--- src/rtl/dmem_pkg.sv ---
// Shared definitions for the data-memory side of the core: the VRAM window
// geometry, the fill-engine state type and two small helpers.
//   VRAM_WORDS : number of tile cells in the VRAM window
//   IDX_W      : width of a VRAM word index or run length
//   VRAM_BASE  : byte-address base of the window (bit 14 selects VRAM)
package dmem_pkg;

  localparam int          VRAM_WORDS = 2400;
  localparam int          IDX_W      = 12;
  localparam logic [31:0] VRAM_BASE  = 32'h0000_4000;

  typedef enum logic [1:0] {
    IDLE = 2'd0,
    FILL = 2'd1,
    DONE = 2'd2
  } fill_state_t;

  // A run [start, start+len) is legal when its end does not pass the window.
  // The sum is taken one bit wider so it cannot wrap.
  function automatic logic range_ok(input logic [IDX_W-1:0] start_idx,
                                    input logic [IDX_W-1:0] len);
    logic [IDX_W:0] sum;
    sum = {1'b0, start_idx} + {1'b0, len};
    return (sum <= (IDX_W+1)'(VRAM_WORDS));
  endfunction

  // Map a VRAM word index onto the dmem address bus.
  function automatic logic [31:0] vram_addr(input logic [IDX_W-1:0] idx);
    return VRAM_BASE | {{(32-IDX_W){1'b0}}, idx};
  endfunction

endpackage

--- src/rtl/dmem_port_mux.sv ---
// 2:1 select of the dmem write port between the CPU and the fill engine.
// Purely combinational so the CPU path has zero added latency, including
// while the engine is held in reset.
//   fill_gnt            : engine owns the port this cycle
//   cpu_we/cpu_a/cpu_wd : CPU side of the port
//   fill_a/fill_wd      : engine side (engine always writes when granted)
//   mem_we/mem_a/mem_wd : to dmem
module dmem_port_mux (
  input  logic        fill_gnt,
  input  logic        cpu_we,
  input  logic [31:0] cpu_a,
  input  logic [31:0] cpu_wd,
  input  logic [31:0] fill_a,
  input  logic [31:0] fill_wd,
  output logic        mem_we,
  output logic [31:0] mem_a,
  output logic [31:0] mem_wd
);

  assign mem_we = fill_gnt ? 1'b1    : cpu_we;
  assign mem_a  = fill_gnt ? fill_a  : cpu_a;
  assign mem_wd = fill_gnt ? fill_wd : cpu_wd;

endmodule

--- src/rtl/vram_fill_ctrl.sv ---
// VRAM fill/clear engine. Writes one constant word into a contiguous run of
// VRAM tile words, using only cycles in which the CPU makes no data access.
//   clk, reset          : clock, asynchronous active-high reset
//   cpu_req/we/a/wd     : CPU data port (req = read or write this cycle)
//   start, abort        : launch (sampled only in IDLE) / cancel an active fill
//   start_idx, len      : first word index and number of words
//   fill_val            : word written to every cell
//   mem_we/a/wd         : to dmem
//   busy, done, err     : FILL state, completion pulse, range-reject pulse
//   state_dbg           : current FSM state, for observation only
//
// Handshake: start is a single-cycle request taken only in IDLE; parameters
// are captured on that edge and later input changes are ignored. The engine
// then writes one word per cycle in which cpu_req is low; a CPU access simply
// stalls it. done pulses one cycle after the last write; err pulses one cycle
// after a start whose run would pass the end of VRAM. abort wins over
// completion, so an abort on the final write suppresses done.
module vram_fill_ctrl
  import dmem_pkg::*;
(
  input  logic             clk,
  input  logic             reset,
  input  logic             cpu_req,
  input  logic             cpu_we,
  input  logic [31:0]      cpu_a,
  input  logic [31:0]      cpu_wd,
  input  logic             start,
  input  logic             abort,
  input  logic [IDX_W-1:0] start_idx,
  input  logic [IDX_W-1:0] len,
  input  logic [31:0]      fill_val,
  output logic             mem_we,
  output logic [31:0]      mem_a,
  output logic [31:0]      mem_wd,
  output logic             busy,
  output logic             done,
  output logic             err,
  output fill_state_t      state_dbg
);

  fill_state_t      state_q, state_d;
  logic [IDX_W-1:0] idx_q, idx_d;
  logic [IDX_W-1:0] remain_q, remain_d;
  logic [31:0]      value_q, value_d;
  logic             err_q, err_d;
  logic             fill_gnt;

  assign fill_gnt = (state_q == FILL) && !cpu_req;

  always_ff @(posedge clk or posedge reset) begin
    if (reset) begin
      state_q  <= IDLE;
      idx_q    <= '0;
      remain_q <= '0;
      value_q  <= '0;
      err_q    <= 1'b0;
    end else begin
      state_q  <= state_d;
      idx_q    <= idx_d;
      remain_q <= remain_d;
      value_q  <= value_d;
      err_q    <= err_d;
    end
  end

  always_comb begin
    state_d  = state_q;
    idx_d    = idx_q;
    remain_d = remain_q;
    value_d  = value_q;
    err_d    = 1'b0;
    case (state_q)
      IDLE: begin
        if (start) begin
          // Out-of-range is rejected before the zero-length shortcut.
          if (!range_ok(start_idx, len)) begin
            err_d = 1'b1;
          end else if (len == '0) begin
            state_d = DONE;
          end else begin
            state_d  = FILL;
            idx_d    = start_idx;
            remain_d = len;
            value_d  = fill_val;
          end
        end
      end
      FILL: begin
        if (fill_gnt) begin
          idx_d    = idx_q + IDX_W'(1);
          remain_d = remain_q - IDX_W'(1);
        end
        if (abort) begin
          state_d = IDLE;
        end else if (fill_gnt && (remain_q == IDX_W'(1))) begin
          state_d = DONE;
        end
      end
      DONE:    state_d = IDLE;
      default: state_d = IDLE;
    endcase
  end

  assign busy      = (state_q == FILL);
  assign done      = (state_q == DONE);
  assign err       = err_q;
  assign state_dbg = state_q;

  dmem_port_mux u_mux (
    .fill_gnt (fill_gnt),
    .cpu_we   (cpu_we),
    .cpu_a    (cpu_a),
    .cpu_wd   (cpu_wd),
    .fill_a   (vram_addr(idx_q)),
    .fill_wd  (value_q),
    .mem_we   (mem_we),
    .mem_a    (mem_a),
    .mem_wd   (mem_wd)
  );

endmodule
--- config.mk ---
export PLATFORM = sky130hd
export DESIGN_NAME = vram_fill_ctrl
export DESIGN_NICKNAME = d
export VERILOG_FILES = /design/src/rtl/dmem_pkg.sv /design/src/rtl/dmem_port_mux.sv /design/src/rtl/vram_fill_ctrl.sv
export SDC_FILE = /design/constraint.sdc
export NUM_CORES = 1
export LEC_CHECK = 0
export ABC_AREA = 0
export BUFFER_PORTS_ARGS = -buffer_cell sky130_fd_sc_hd__buf_2
export CORE_MARGIN = 5
export CORE_UTILIZATION = 28
export CTS_CLUSTER_DIAMETER = 50
export CTS_CLUSTER_SIZE = 12
export DETAILED_ROUTE_END_ITERATION = 10
export PLACE_DENSITY = 0.49
export SYNTH_ARGS = -nofsm -noshare
export SYNTH_HDL_FRONTEND = slang
export SYNTH_SLANG_ARGS = --single-unit
--- constraint.sdc ---
create_clock -name clk -period 3.3 [get_ports clk]
set_clock_uncertainty 0.05 [all_clocks]
set_input_delay 0.66 -clock clk [delete_from_list [all_inputs] [get_ports clk]]
set_output_delay 0.66 -clock clk [all_outputs]
set_load 0.005 [all_outputs]
# Yosys cells after proc, flatten, opt, wreduce, memory -nomap -nowiden
# Index checks and enable logic that the tools add are counted.
totals:
  regBits: 59
  elab_cells: 49
classes:
  add_sub_neg: 3
  n_lt_le_gt_ge: 1
  n_eq_ne: 8
  muxes: 22
  n_bitwise: 1
  reduce_logical: 9
op_table:
  columns: ["operator", "n"]
  rows:
  - ["2-to-1 mux 12 bit", 8]
  - ["2-to-1 mux 32 bit", 2]
  - ["one-hot mux 12 bit (2 select lines)", 2]
  - ["adder 12 x 12 -> 13 bit", 1]
  - ["less-or-equal comparator 13 x 12 -> 1 bit, second input constant", 1]
  - ["adder 12 x 1 -> 12 bit, second input constant", 1]
  - ["equality test 12 x 1 -> 1 bit, second input constant", 1]
  - ["zero test 12 bit", 1]
  - ["subtractor 12 x 1 -> 12 bit, second input constant", 1]
  - ["2-to-1 mux 2 bit", 5]
  - ["!= test 2 bit, second input constant", 3]
  - ["AND reduction 5 bit", 1]
  - ["2-to-1 mux 1 bit", 4]
  - ["one-hot mux 2 bit (2 select lines)", 1]
  - ["AND reduction 4 bit", 1]
  - ["!= test 3 x 2 -> 1 bit, second input constant", 1]
  - ["AND reduction 3 bit", 1]
  - ["equality test 2 x 1 -> 1 bit, second input constant", 1]
  - ["equality test 2 bit, second input constant", 1]
  - ["logical AND 1 bit", 2]
  - ["zero test 2 bit", 1]
  - ["!= test 2 x 1 -> 1 bit, second input constant", 1]
  - ["nonzero test 2 bit", 1]
  - ["zero test 1 bit", 1]
  - ["NOT 1 bit", 1]

# Depth between registers and ports, before layout
logic_depth:
  ltp_word: 6
  ltp_mapped: 12

# Modules after synthesis
# A second synthesis with hierarchy kept.
hier_totals:
  cells_unflattened: 449
  area_unflattened_um2: 4723.3
modules_own_cells:
  columns: ["mod", "instances", "cells_per_inst", "area_per_inst_um2", "seq_area_each_um2"]
  rows:
  - ["vram_fill_ctrl", 1, 377, 3739.8, 1476.4]
  - ["dmem_port_mux", 1, 72, 983.4, 0.0]

# Least setup slack after synthesis
# OpenSTA, ideal clock, no wires.
synth_path:
  path_kind: "input port to flip-flop"
  from: "in start_idx[0]"
  to: "reg value_q[0]"
  arrival_time_ps: 3305
  slack_ps: -183
  stages: 11
  n_path_buf: 2
  cell_sequence: "ha_1 -> fa_1 -> a211oi_1 -> xor2_1 -> nand3_1 -> a2111oi_0 -> nor3_2 -> o31ai_4 -> buf_6 -> buf_6 -> mux2_1"
synth_via:
  elab_chain_cells: 3
synth_rtl:
  columns: ["item", "line_no", "text"]
  rows:
  - ["start: declaration", "vram_fill_ctrl.sv:29", "input logic [IDX_W-1:0] start_idx,"]
  - ["adder 12 x 12 -> 13 bit", "dmem_pkg.sv:23", "sum = {1'b0, start_idx} + {1'b0, len};"]
  - ["less-or-equal comparator 13 x 12 -> 1 bit", "dmem_pkg.sv:24", "return (sum <= (IDX_W+1)'(VRAM_WORDS));"]
  - ["AND reduction 4 bit (no line)", null, null]
  - ["end signal: assignment", "vram_fill_ctrl.sv:61", "value_q <= value_d;"]
  - ["end: declaration", "vram_fill_ctrl.sv:44", "logic [31:0] value_q, value_d;"]
# Every way passes these cells.
# A chain may end at the register's enable or synchronous reset.

# Worst setup path after layout
layout_path:
  from: "in start_idx[0]"
  to: "reg remain_q[0]"
layout_via:
  elab_chain_cells: 4
layout_rtl:
  columns: ["item", "line_no", "text"]
  rows:
  - ["adder 12 x 12 -> 13 bit", "dmem_pkg.sv:23", null]
  - ["less-or-equal comparator 13 x 12 -> 1 bit", "dmem_pkg.sv:24", null]
  - ["!= test 2 bit (no line)", null, null]
  - ["AND reduction 5 bit (no line)", null, null]
  - ["end signal: assignment", "vram_fill_ctrl.sv:60", "remain_q <= remain_d;"]
  - ["end: declaration", "vram_fill_ctrl.sv:43", "logic [IDX_W-1:0] remain_q, remain_d;"]
# Every way passes these cells.

==> flow_summary.toml <==
[status]
status = "complete, no violations"

[timing]
worst_pin_slew_ns = 0.5803
slew_violations = 0
finalHoldViolations = 0
fmax_ghz = 0.3082
max-slew-margin-rel = 0.6125
final-setup-viol-count = 0
rsz0062_at_grt = "true"
finalCriticalPeriod_ns = 3.245
final.period_utilization = 0.9833

[synthesis]
ys_seq_elements = 59
syn_avg_cell_area_um2 = 9.628
syn_nets = 588
synth_edf_count = 0
ys_top_cells_by_area = "dfrtp_1, mux2_2, ha_1, nor2b_1, nand2_1"
yosysUniqueCellTypes = 57
async_flop_share = 1.000
yosysSeqAreaShare = 0.3438
synthesis.area_um2 = 4294
synth_ff_type = "dfrtp_1"
synthDominantCellAreaShare = 0.3438
syn_inst = 446
yosys_warnings = 0
yosys.area.top_type = "dfrtp_1"

[worst_setup_path]
rrSetupSlack_ns = 0.78
r2r-end = "value_q[9]"
worstPathRequired_ns = 3.45
cp-start-kind = "input port"
endpoint_kind = "flop"
critPathMaxStageDelay_ns = 0.40
critical_path_buf_inv_count = 3
slowest_stage = "a221o_1"
cp_data_arrival_time_ns = 3.39
r2r_cells = 8
cp_max_fo = 13
path_class = "in2reg"
critical_path.reg2reg.startpoint = "state_dbg[0]"
path_cells = "buf_4, ha_4, fa_2, a21oi_2, o21a_1, o21bai_1, a221o_1, nor3_4, o31ai_4, buf_6, or2_4, buf_12, o221a_1"
critical_path.top_delay_family = "compound AO/OA/AOI/OAI gates"

[cells_and_area]
layout_commonest_cell = "buf_2"
final_layout_size_suffix_gt1_frac = 0.5662
nets = 847
fin_util = 0.4299
num_antenna_cells = 0
final_cell_mix = "buf_2, buf_4, mux2_2"
area_growth_pct = 51.63

[drt]
drt-vias-per-instance = 4.986
firstDrtPassIters = 5
drc = 0
ant_nets = 0
drt_iter0_markers = 190
dr_total_vias = 4477
routed_wl_um = 14480
wl_per_cell_um = 16.13

[grt]
grt_usage = 0.1551
grt_max_degree = 41
grt_remaining_overflow = 0
grt_pass1_wl_um = 22710
grt_pass1_vias = 4513
antenna_found_initial = 0

[clock_network]
cts_root_buffer = "clkbuf_16"
htreeDepth = 3
tritoncts = "done"
cts_buffers = 9
path_clk_slew_ns = 0.05
cts.path.max_buffers = 2
hold_buffers = 0
clock_sinks = 59
clk_latency_ns = 0.31

[floorplanning]
floorplan.initialDensity = 0.2835
core-area_um2 = 15150
dieWidth_um = 133.8
num_rows = 45
die_y_um = 133.8
io_pins = 196
die_area_um2 = 17910

[placement]
gp_congestion = 0.8858
hpwl_um = 11210
io_buffers = 195

[pwr]
power_density_nw_per_um2 = 633.8
ir_drop_v = 0.0002619
finalPower_uw = 4127
p_leak_uw = 0.003061

[run]
cap_violations = 0

[min_path]
hold_path.class = "in2async"
Yosys cell counts, drive strengths merged (2+ instances only):
library cell   n
a211oi         2
ha            15
and2           2
and3           3
a21o           4
dfrtp         59
inv           20
or3            9
nor4           5
o22ai         16
o2bb2ai       11
o21ai         24
a2111oi        2
nand2b         3
nand3         17
xor2           3
o31ai          3
nor2b         20
a211o          2
a21oi         19
a31oi          2
nor2          19
nand2         28
a22oi         12
buf           11
o311ai         2
clkbuf        16
or2            6
mux2          77
nor3          16
worst max path at each step:
stage | startpoint | endpoint | slack [ns] | depth (start not counted)
floorplan | start_idx[0] | value_q[0] | -0.02 | 11
global placement | start_idx[0] | value_q[28] | -0.39 | 11
detailed placement | start_idx[0] | value_q[9] | -0.44 | 11
CTS | start_idx[4] | value_q[16] | -0.01 | 11
global route | start_idx[0] | value_q[21] | -0.03 | 13
finish | start_idx[0] | remain_q[0] | 0.06 | 13
power breakdown:
part	switching [uW]	internal (uW)	leakage, uW
combinational	856	1000	0.00222
clock	321	588	0.000144
sequential	280	1080	0.000701
total	1460	2670	0.00306
registers in the layout (all words and copies together) (netlist names):
signal and cells:
remain_q 12, value_q 32, idx_q 12, err 1, state_dbg 2
metal layers:
metal / vias up / part of all wire / global-route usage
met5: - / 0 / 0
met4: 0 / 0.012 / 0.04000
met3: 12 / 0.062 / 0.02288
met2: 181 / 0.50 / 0.2712
met1: 2117 / 0.43 / 0.2008
li1: 2167 / - / -
metrics by stage:
| step | area (um^2) | cells | setup TNS, ns | hold WS, ns | setup WS (ns) |
|---|---|---|---|---|---|
| 2_1_floorplan | 4375 | 446 | -0.09791 | 0.4071 | -0.01632 |
| 3_3_place_gp | 6018 | 874 | -17.77 | 0.4297 | -0.3915 |
| 3_5_place_dp | 6018 | 874 | -20.37 | 0.4436 | -0.4354 |
| 4_1_cts | 6382 | 892 | -0.05915 | 0.3603 | -0.01023 |
| 5_1_grt | 6511 | 898 | -0.4678 | 0.3996 | -0.03024 |
| 6_report | 6511 | 898 | 0 | 0.3503 | 0.05504 |
cell type report:
type	count	area [um^2]
clock buffers	13	280.3
flip-flops and latches	59	1476
multi-input cells	340	2741
fillers	1525	8635
repair buffers	275	1683
inverters	20	75.07
clock inverters	3	20.02
well taps	188	235.2
cell families after synthesis:
family	synth area share
and+or+nand+nor	0.1635
xor gates and xnor gates	0.008160
muxes	0.2043
AOI/OAI and AO/OA	0.1815
adders and majority gates	0.04837
buffers and inverters	0.05041
DFF	0.3438
repair_timing:
| action | in CTS | in global routing |
|---|---|---|
| buffers inserted | 1 | 5 |
| endpoints found under the setup margin | 38 | 55 |
| pin swaps | 7 | 2 |
| gates cloned | 1 | 1 |
| gates resized for setup | 6 | 11 |
Note: power is estimated with default switching activity, not from simulation.
